## config.mk

```make
export PLATFORM = sky130hd
export DESIGN_NAME = time_counter
export DESIGN_NICKNAME = d
export VERILOG_FILES = /design/src/rtl/time_counter.sv
export SDC_FILE = /design/constraint.sdc
export NUM_CORES = 1
export LEC_CHECK = 0
export BUFFER_PORTS_ARGS = -buffer_cell sky130_fd_sc_hd__buf_2
export CAP_MARGIN = 20
export CORE_UTILIZATION = 43
export CTS_CLUSTER_DIAMETER = 150
export DETAILED_ROUTE_END_ITERATION = 10
export PLACE_DENSITY_LB_ADDON = 0.3
export SLEW_MARGIN = 5
export SYNTH_ARGS = -nofsm -noshare
export SYNTH_HDL_FRONTEND = slang
export SYNTH_SLANG_ARGS = --single-unit
```

## constraint.sdc

```tcl
create_clock -name i_Clk -period 2.42 [get_ports i_Clk]
set_input_delay 0.484 -clock i_Clk [delete_from_list [all_inputs] [get_ports i_Clk]]
set_output_delay 0.484 -clock i_Clk [all_outputs]
set_load 0.05 [all_outputs]
```

## src/rtl/time_counter.sv

```systemverilog
// Packed-BCD HH:MM:SS timekeeping register for the alarm clock.
// Counts seconds from a prescaler, or takes per-digit adjust pulses while frozen.
module time_counter #(
    parameter logic [31:0] TICK_CYCLES = 32'd100000000
) (
    input  logic        i_Clk,
    input  logic        i_Reset,
    input  logic        i_Enable_Count,
    input  logic        i_Seconds_1st_Digit_Inc,
    input  logic        i_Seconds_1st_Digit_Dec,
    input  logic        i_Seconds_2nd_Digit_Inc,
    input  logic        i_Seconds_2nd_Digit_Dec,
    input  logic        i_Minutes_1st_Digit_Inc,
    input  logic        i_Minutes_1st_Digit_Dec,
    input  logic        i_Minutes_2nd_Digit_Inc,
    input  logic        i_Minutes_2nd_Digit_Dec,
    input  logic        i_Hours_1st_Digit_Inc,
    input  logic        i_Hours_1st_Digit_Dec,
    input  logic        i_Hours_2nd_Digit_Inc,
    input  logic        i_Hours_2nd_Digit_Dec,
    output logic [31:0] o_Time,
    output logic        o_Second_Tick
);

    localparam logic [31:0] TERMINAL = TICK_CYCLES - 32'd1;

    logic [31:0] r_Prescale;
    logic        w_Tick;

    logic [3:0] r_Sec_Ones, r_Sec_Tens;
    logic [3:0] r_Min_Ones, r_Min_Tens;
    logic [3:0] r_Hr_Ones,  r_Hr_Tens;

    logic [3:0] w_Sec_Ones, w_Sec_Tens;
    logic [3:0] w_Min_Ones, w_Min_Tens;
    logic [3:0] w_Hr_Ones,  w_Hr_Tens;

    logic [3:0] w_Hr_Ones_Limit;
    logic [3:0] w_Hr_Tens_Adj;

    function automatic logic [3:0] dig_inc(
        input logic [3:0] d,
        input logic [3:0] lim
    );
        return (d >= lim) ? 4'd0 : d + 4'd1;
    endfunction

    function automatic logic [3:0] dig_dec(
        input logic [3:0] d,
        input logic [3:0] lim
    );
        return (d == 4'd0) ? lim : d - 4'd1;
    endfunction

    // Terminal count only counts as a tick while enabled, so a falling
    // enable on the terminal cycle drops the tick.
    assign w_Tick = i_Enable_Count && (r_Prescale == TERMINAL);

    always_ff @(posedge i_Clk or posedge i_Reset) begin
        if (i_Reset) begin
            r_Prescale <= 32'd0;
        end else if (!i_Enable_Count || w_Tick) begin
            r_Prescale <= 32'd0;
        end else begin
            r_Prescale <= r_Prescale + 32'd1;
        end
    end

    assign w_Hr_Ones_Limit = (r_Hr_Tens == 4'd2) ? 4'd3 : 4'd9;

    always_comb begin
        w_Hr_Tens_Adj = r_Hr_Tens;
        if (i_Hours_2nd_Digit_Inc) begin
            w_Hr_Tens_Adj = dig_inc(r_Hr_Tens, 4'd2);
        end else begin
            w_Hr_Tens_Adj = dig_dec(r_Hr_Tens, 4'd2);
        end
    end

    always_comb begin
        w_Sec_Ones = r_Sec_Ones;
        w_Sec_Tens = r_Sec_Tens;
        w_Min_Ones = r_Min_Ones;
        w_Min_Tens = r_Min_Tens;
        w_Hr_Ones  = r_Hr_Ones;
        w_Hr_Tens  = r_Hr_Tens;

        if (w_Tick) begin
            if (r_Sec_Ones != 4'd9) begin
                w_Sec_Ones = r_Sec_Ones + 4'd1;
            end else begin
                w_Sec_Ones = 4'd0;
                if (r_Sec_Tens != 4'd5) begin
                    w_Sec_Tens = r_Sec_Tens + 4'd1;
                end else begin
                    w_Sec_Tens = 4'd0;
                    if (r_Min_Ones != 4'd9) begin
                        w_Min_Ones = r_Min_Ones + 4'd1;
                    end else begin
                        w_Min_Ones = 4'd0;
                        if (r_Min_Tens != 4'd5) begin
                            w_Min_Tens = r_Min_Tens + 4'd1;
                        end else begin
                            w_Min_Tens = 4'd0;
                            if (r_Hr_Tens == 4'd2 && r_Hr_Ones == 4'd3) begin
                                w_Hr_Tens = 4'd0;
                                w_Hr_Ones = 4'd0;
                            end else if (r_Hr_Ones == 4'd9) begin
                                w_Hr_Ones = 4'd0;
                                w_Hr_Tens = r_Hr_Tens + 4'd1;
                            end else begin
                                w_Hr_Ones = r_Hr_Ones + 4'd1;
                            end
                        end
                    end
                end
            end
        end else if (!i_Enable_Count) begin
            priority case (1'b1)
                i_Seconds_1st_Digit_Inc:
                    w_Sec_Ones = dig_inc(r_Sec_Ones, 4'd9);
                i_Seconds_1st_Digit_Dec:
                    w_Sec_Ones = dig_dec(r_Sec_Ones, 4'd9);
                i_Seconds_2nd_Digit_Inc:
                    w_Sec_Tens = dig_inc(r_Sec_Tens, 4'd5);
                i_Seconds_2nd_Digit_Dec:
                    w_Sec_Tens = dig_dec(r_Sec_Tens, 4'd5);
                i_Minutes_1st_Digit_Inc:
                    w_Min_Ones = dig_inc(r_Min_Ones, 4'd9);
                i_Minutes_1st_Digit_Dec:
                    w_Min_Ones = dig_dec(r_Min_Ones, 4'd9);
                i_Minutes_2nd_Digit_Inc:
                    w_Min_Tens = dig_inc(r_Min_Tens, 4'd5);
                i_Minutes_2nd_Digit_Dec:
                    w_Min_Tens = dig_dec(r_Min_Tens, 4'd5);
                i_Hours_1st_Digit_Inc:
                    w_Hr_Ones = dig_inc(r_Hr_Ones, w_Hr_Ones_Limit);
                i_Hours_1st_Digit_Dec:
                    w_Hr_Ones = dig_dec(r_Hr_Ones, w_Hr_Ones_Limit);
                i_Hours_2nd_Digit_Inc,
                i_Hours_2nd_Digit_Dec: begin
                    // Landing on tens=2 clamps ones so 24..29 never appear
                    w_Hr_Tens = w_Hr_Tens_Adj;
                    if (w_Hr_Tens_Adj == 4'd2 && r_Hr_Ones > 4'd3) begin
                        w_Hr_Ones = 4'd3;
                    end
                end
                default: ;
            endcase
        end
    end

    always_ff @(posedge i_Clk or posedge i_Reset) begin
        if (i_Reset) begin
            r_Sec_Ones    <= 4'd0;
            r_Sec_Tens    <= 4'd0;
            r_Min_Ones    <= 4'd0;
            r_Min_Tens    <= 4'd0;
            r_Hr_Ones     <= 4'd0;
            r_Hr_Tens     <= 4'd0;
            o_Second_Tick <= 1'b0;
        end else begin
            r_Sec_Ones    <= w_Sec_Ones;
            r_Sec_Tens    <= w_Sec_Tens;
            r_Min_Ones    <= w_Min_Ones;
            r_Min_Tens    <= w_Min_Tens;
            r_Hr_Ones     <= w_Hr_Ones;
            r_Hr_Tens     <= w_Hr_Tens;
            o_Second_Tick <= w_Tick;
        end
    end

    assign o_Time = {8'h00,
                     r_Hr_Tens, r_Hr_Ones,
                     r_Min_Tens, r_Min_Ones,
                     r_Sec_Tens, r_Sec_Ones};

endmodule

```

==> results.ini, run 1 <==
[finish]
multi_input_gate_area_um2=2800
area.sequential_um2=1440
antenna_cells_inserted=0
nFillCells=803
post-route-cell-area_um2=5530
layoutNonFillerInstCount=732
final_nets=635
post_route_cells_drive_above_1_share_pct=31.0
post_route_core_utilization_pct=58.7
area_delta_synth_final_pct=30.4

[place]
buffers_on_ports=39
hpwl_detailed_mm=7.91
finalWeightedCongestion=0.901
placement.cell_area_um2=5010
placed_cells=706

[die]
die-height_um=101
top_level_ports=48
start_util_pct=45.0
floorplan.die.width_um=101
core_region_area_um2=9420
fp.dieArea_um2=10300
fp-row-count=35

[setup_path]
crit-reg2reg-capture=r_Hr_Ones[2]
slowest_cp_cell=sky130_fd_sc_hd__dfrtp_2
worst_ep_required_time_ns=2.69
cp-start-kind=register
crit_path_end_kind=register
setup.reg_to_reg.worst_slack_ns=-0.09
path_type_of_the_worst_setup_path=reg2reg
timing.critical_path.cells=inv_2 -> ha_4 -> or3b_4 -> ha_4 -> a211o_1 -> a21oi_2 -> nand2_1 -> mux2_4 -> o31a_1 -> o22ai_2
crit_family=compound AO/OA/AOI/OAI gates
r2r.worst_path.cells=10
crit_path_max_incr_delay_ns=0.41
timing.critical_path.fanout_max=5
critical_path_arrival_ns=2.78
timing.rr.start=r_Hr_Tens[0]
cp.buffers_inverters=1
cpMostUsedCell=sky130_fd_sc_hd__ha_4

[timing]
final_critical_path_time_including_i_o_delays_and_setup_ns=2.51
final-setup-viol-count=2
timing.fmax_mhz=398
timing.final.ws_setup_ns=-0.0925
maxSlewHeadroom_pct=51.0
worst-slew-pin-transition_ns=0.735
rsz0062_at_grt=yes
report.final.slew_viol_count=0
totalNegativeSetupSlack_ns=-0.152
finalCritPeriodShare_pct=104
hold_viol_final=0
fin_skew_ns=0.00584

[clocking]
cts-htree-levels=3
ctsLongestPathBuffers=2
clk_transition_reported_paths_ns=0.07
cts_sinks=57
root_buf_cell=sky130_fd_sc_hd__clkbuf_8
cts_tree=done
ctsHoldBuffers=0
worstSkewPairLatency_ns=0.34
numCtsBuffers=9

[synth]
synth.yosys.seq_area_share_pct=33.6
synthesis.instances=494
synth_seq_cells=57
ys.warnings.count=0
synthesis.area_per_instance_um2=8.58
async_reset_ff_share_pct=100
synth.lib_cells_used.distinct=70
post_synth_instance_area_um2=4240
synth_common_cells=57 x sky130_fd_sc_hd__dfrtp_1, 55 x sky130_fd_sc_hd__nor2_1, 32 x sky130_fd_sc_hd__inv_1
synth.largest_area_cell=sky130_fd_sc_hd__dfrtp_1
yosysTopAreaCellShare_pct=33.6
yosys.cell_count.top_type=sky130_fd_sc_hd__dfrtp_1
synthFlopType=sky130_fd_sc_hd__dfrtp_1
ys_top_cells_by_area=sky130_fd_sc_hd__dfrtp_1 34%, sky130_fd_sc_hd__ha_1 6.5%, sky130_fd_sc_hd__nor2_1 4.9%
synth_enable_flop_cells=0

[detailed_routing]
drtIter0Drc=263
detailedRoute.firstPassIterationCount=5
drt-total-wl_mm=11.1
ant_nets=0
drcViolationCount=0
route.vias.total=4123
vias_per_cell=5.63
routed_wire_length_per_instance_um=15.2

[worst_hold_path]
min_path_type=in2async

[grt]
grt_first_pass_wirelength_mm=18.2
grt_start_max_net_pins=58
globalRoute.totalOverflow=0
grt_pass1_vias=3901
grt.total_usage_pct=22.3
grt_antenna_before_repair=0

[power]
worst_ir_drop_vdd_v=0.000659
power_per_cell_area_nw_per_um2=728
power.leakage_nw=2.48
report.power.total_mw=4.02

[outcome]
status=finished with violations
failed_checks=negative setup slack

[flow_run]
max_cap_viol_count=0

cell type report:
class,count,share of cell area (%)
clock buffer,11,2.56
clock inverter,5,1.86
inverter,32,2.22
multi-input combinational,386,50.6
sequential,57,26.0
tap,129,2.92
timing repair buffer,112,13.8
tightest hold or removal path: stages:
cell and delay (ns):
sky130_fd_sc_hd__buf_2 0.10, sky130_fd_sc_hd__inv_2 0.03, sky130_fd_sc_hd__buf_4 0.57
worst max path at each step:
| stage | from | to | slack [ns] | cells after the start |
|---|---|---|---|---|
| after CTS | r_Hr_Tens[0] | r_Hr_Ones[2] | -0.06 | 10 |
| after global routing | r_Hr_Tens[0] | r_Hr_Ones[2] | -0.18 | 10 |
| after global placement | r_Sec_Ones[1] | r_Hr_Tens[0] | -0.02 | 8 |
| final | r_Hr_Tens[0] | r_Hr_Ones[2] | -0.09 | 10 |
| after detailed placement | r_Sec_Ones[1] | r_Hr_Tens[0] | -0.09 | 8 |
| after floorplan | r_Hr_Tens[0] | r_Hr_Ones[2] | -0.15 | 10 |
per-stage QoR:
| step | hold WS (ns) | setup slack [ns] |
|---|---|---|
| floorplan | 0.448 | -0.145 |
| global placement | 0.516 | -0.0233 |
| detailed placement | 0.530 | -0.0911 |
| CTS | 0.374 | -0.0555 |
| global route | 0.408 | -0.178 |
| finish | 0.343 | -0.0925 |
metal layers:
| layer | up-vias | global-route usage (%) | wire length [um] |
|---|---|---|---|
| met1 | 1968 | 29.9 | 5110 |
| met4 | 0 | 6.91 | 172 |
| met3 | 14 | 3.86 | 529 |
| met2 | 136 | 36.7 | 5290 |
| li1 | 2005 | - | - |
| met5 | - | 0 | 0 |
power breakdown:
group / internal [mW] / switching (mW)
sequential: 1.07 / 0.122
clock: 0.711 / 0.412
combinational: 0.621 / 1.09
logic make-up after synthesis:
group,after synthesis,share of synthesized area (%)
and+or+nand+nor,195,24.9
AOI/OAI and AO/OA,125,20.6
buffers and inverters,58,6.35
DFF,57,33.6
xor gates and xnor gates,26,5.37
adders and majority gates,22,6.49
muxes,10,2.57
other,1,0.0885
what timing repair did:
item	CTS	global route
buffers inserted	1	9
setup endpoints to repair	11	18
resized for setup	11	34
pin swaps	4	24
state kept, by name, indices dropped and copies added, names as in the netlist:
name,cells
o_Second_Tick,1
r_Hr_Ones,4
r_Min_Tens,4
r_Prescale,32
r_Min_Ones,4
r_Sec_Ones,4
r_Sec_Tens,4
r_Hr_Tens,4
cells in the final DEF (no fill, tap or decap), types with 7 or more instances in the layout:
cell                       Yosys  final
sky130_fd_sc_hd__buf_4         8     71
sky130_fd_sc_hd__nor2_1       55     55
sky130_fd_sc_hd__dfrtp_1      57     48
sky130_fd_sc_hd__buf_2         5     39
sky130_fd_sc_hd__nand2_1      29     29
sky130_fd_sc_hd__inv_1        32     27
sky130_fd_sc_hd__a21oi_1      27     25
sky130_fd_sc_hd__nor3_1       22     21
sky130_fd_sc_hd__o21ai_0      26     20
sky130_fd_sc_hd__ha_1         22     17
sky130_fd_sc_hd__nand3_1      16     16
sky130_fd_sc_hd__xnor2_1      14     14
sky130_fd_sc_hd__xor2_1       12     12
sky130_fd_sc_hd__nand2b_1     10     10
sky130_fd_sc_hd__clkbuf_8      0     10
sky130_fd_sc_hd__nand4_1       9      9
sky130_fd_sc_hd__dfrtp_2       0      9
sky130_fd_sc_hd__and3_1        8      8
sky130_fd_sc_hd__conb_1        1      8
sky130_fd_sc_hd__or3_1         7      7
(Power assumes the default switching activity.)
==> inputs of run 2 (changes only) <==
- BUFFER_PORTS_ARGS: -buffer_cell sky130_fd_sc_hd__buf_2 -> unset
- DONT_BUFFER_PORTS: unset -> 1
==> results.ini, run 2 (synthesis results as in run 1) <==
[setup_path]
slowest_cp_cell=sky130_fd_sc_hd__dfrtp_2  ; unchanged
cp.depth=10  ; unchanged
timing.rr.start=r_Hr_Tens[0]  ; unchanged
crit_path_end_kind=register  ; unchanged
timing.critical_path.cells=inv_2 -> ha_4 -> or3b_4 -> ha_4 -> a211o_1 -> a21oi_2 -> nand2_1 -> mux2_4 -> o31a_1 -> o22ai_1  ; was inv_2 -> ha_4 -> or3b_4 -> ha_4 -> a211o_1 -> a21oi_2 -> nand2_1 -> mux2_4 -> o31a_1 -> o22ai_2
setup.reg_to_reg.worst_slack_ns=-0.006  ; was -0.09 ns
critical_path_arrival_ns=2.70  ; was 2.78 ns
r2r.worst_path.cells=10  ; unchanged
cp-start-kind=register  ; unchanged
timing.critical_path.fanout_max=5  ; unchanged
worst_ep_required_time_ns=2.69  ; about the same
crit_path_max_incr_delay_ns=0.41  ; about the same
crit-reg2reg-capture=r_Hr_Ones[2]  ; unchanged
crit_family=compound AO/OA/AOI/OAI gates  ; unchanged
cpMostUsedCell=sky130_fd_sc_hd__ha_4  ; unchanged
path_type_of_the_worst_setup_path=reg2reg  ; unchanged
cp.buffers_inverters=1  ; unchanged

[clocking]
root_buf_cell=sky130_fd_sc_hd__clkbuf_8  ; unchanged
worstSkewPairLatency_ns=0.35  ; was 0.34 ns
cts_tree=done  ; unchanged
ctsLongestPathBuffers=2  ; unchanged
cts-htree-levels=3  ; unchanged
cts_sinks=57  ; unchanged
numCtsBuffers=9  ; unchanged
ctsHoldBuffers=0  ; unchanged
clk_transition_reported_paths_ns=0.08  ; was 0.07 ns

[die]
die-height_um=101  ; unchanged
fp-row-count=35  ; unchanged
fp.dieArea_um2=10300  ; unchanged
floorplan.die.width_um=101  ; unchanged
start_util_pct=45.0  ; unchanged
core_region_area_um2=9420  ; unchanged
top_level_ports=48  ; unchanged

[detailed_routing]
drcViolationCount=0  ; unchanged
met2WireLength_mm=5.02  ; was 5.29 mm
met3WireLength_um=569  ; was 529 um
wl_met1_mm=4.88  ; was 5.11 mm
ant_nets=0  ; unchanged
drtIter0Drc=197  ; was 263
route.top_layer_used=met4  ; unchanged
routed_wire_length_per_instance_um=15.1  ; was 15.2 um
detailedRoute.firstPassIterationCount=6  ; was 5
vias_per_cell=5.68  ; was 5.63
route.vias.total=4005  ; was 4123
drt-total-wl_mm=10.6  ; was 11.1 mm

[timing]
timing.final.ws_setup_ns=-0.00644  ; was -0.0925 ns
rsz0062_at_grt=yes  ; unchanged
final_critical_path_time_including_i_o_delays_and_setup_ns=2.43  ; was 2.51 ns
final-setup-viol-count=1  ; was 2
final.hold.worst_slack_ns=0.134  ; was 0.343 ns
timing.fmax_mhz=412  ; was 398 MHz
maxSlewHeadroom_pct=51.8  ; was 51.0%
report.final.slew_viol_count=0  ; unchanged
finalCritPeriodShare_pct=100  ; was 104%
fin_skew_ns=0.0112  ; was 0.00584 ns
worst-slew-pin-transition_ns=0.722  ; was 0.735 ns
hold_viol_final=0  ; unchanged

[power]
total_switching_power_mw=1.60  ; was 1.63 mW
power_per_cell_area_nw_per_um2=713  ; was 728 nW/um2
power.combinational.fraction_pct=43.5  ; was 42.6%
internal_power_mw=2.23  ; was 2.40 mW
worst_ir_drop_vdd_v=0.000619  ; was 0.000659 V
switching_share_pct=41.8  ; was 40.4%
p_seq_share_pct=29.4  ; was 29.5%
power.share.clock_pct=27.1  ; was 27.9%
power.leakage_nw=2.34  ; was 2.48 nW

[place]
buffers_on_ports=0  ; was 39
placement.setup.worst_slack_ns=-0.0534  ; was -0.0911 ns
finalWeightedCongestion=0.876  ; was 0.901
hpwl_detailed_mm=7.74  ; was 7.91 mm
placement.cell_area_um2=4940  ; was 5010 um2

[finish]
final_nets=608  ; was 635
largest_register_ff_count=32  ; unchanged
area_delta_synth_final_pct=27.1  ; was 30.4%
final_cell_mix=80 x sky130_fd_sc_hd__buf_4, 55 x sky130_fd_sc_hd__nor2_1, 47 x sky130_fd_sc_hd__dfrtp_1, 30 x sky130_fd_sc_hd__inv_1, 29 x sky130_fd_sc_hd__nand2_1  ; was 71 x sky130_fd_sc_hd__buf_4, 55 x sky130_fd_sc_hd__nor2_1, 48 x sky130_fd_sc_hd__dfrtp_1, 39 x sky130_fd_sc_hd__buf_2, 29 x sky130_fd_sc_hd__nand2_1
post_route_core_utilization_pct=57.2  ; was 58.7%
post_route_cells_drive_above_1_share_pct=26.7  ; was 31.0%
post-route-cell-area_um2=5390  ; was 5530 um2
antenna_cells_inserted=0  ; unchanged
registers.top_by_ff_count=r_Prescale  ; unchanged
mostFrequentLayoutCell=sky130_fd_sc_hd__buf_4  ; unchanged

[worst_hold_path]
min_path_type=in2async  ; unchanged

[grt]
grt_first_pass_wirelength_mm=17.7  ; was 18.2 mm
grt_start_max_net_pins=33  ; was 58
grt_pass1_vias=3811  ; was 3901
grt_antenna_before_repair=0  ; unchanged
grt.total_usage_pct=21.6  ; was 22.3%
globalRoute.totalOverflow=0  ; unchanged

[outcome]
status=finished with violations  ; unchanged
failed_checks=negative setup slack  ; unchanged

[flow_run]
max_cap_viol_count=0  ; unchanged

## run 2: worst max path at each step
stage	from	to	slack, ns
floorplan	r_Hr_Tens[0]	r_Hr_Ones[2]	-0.15
global placement	r_Hr_Tens[2]	r_Hr_Ones[2]	-0.04
detailed placement	r_Hr_Tens[2]	r_Hr_Ones[3]	-0.05
CTS	r_Hr_Tens[0]	r_Hr_Ones[2]	-0.02
global route	r_Hr_Tens[0]	r_Hr_Ones[2]	-0.12
finish	r_Hr_Tens[0]	r_Hr_Ones[2]	-0.006
## run 2: cell type report
type,count,area [um2]
Timing Repair Buffer,85,687
Fill cell,809,4030
Clock inverter,7,101
Sequential cell,57,1440
Tap cell,129,161
Clock buffer,9,124
Inverter,32,120
Multi-Input combinational cell,386,2750
## run 2: metrics by stage
step,cells,setup TNS [ns],total power [mW]
after floorplan,501,-0.318,2.36
after global placement,680,-0.0780,2.74
final,705,-0.00644,3.84
after global routing,705,-0.438,4.06
after CTS,699,-0.0518,3.82
after detailed placement,680,-0.149,2.77
## run 2: layer usage
layer / vias up / global-route usage, %
li1: 1952 / -
met1: 1926 / 28.2
met2: 110 / 35.9
met3: 17 / 3.93
met4: 0 / 7.92
met5: - / 0
## run 2: power by group through the flow
stage	combinational [mW]	sequential (mW)	clock, mW
after detailed placement	1.62	1.15	0
after global routing	1.82	1.14	1.09
after floorplan	0.792	1.56	0
after global placement	1.60	1.14	0
final	1.67	1.13	1.04
after CTS	1.63	1.13	1.06
## run 2: worst reg2reg max path: cells and delay by family (launching register included)
family	cells	cell delay, ns
and+or+nand+nor	2	0.46
AOI/OAI and AO/OA	4	0.78
adders and majority gates	2	0.35
buffers and inverters	1	0.08
DFF	1	0.41
muxes	1	0.28
## run 2: repair_timing
item,in CTS,in global routing
pin swaps,4,10
endpoints found under the setup margin,10,25
setup buffers,3,6
resized for setup,6,30
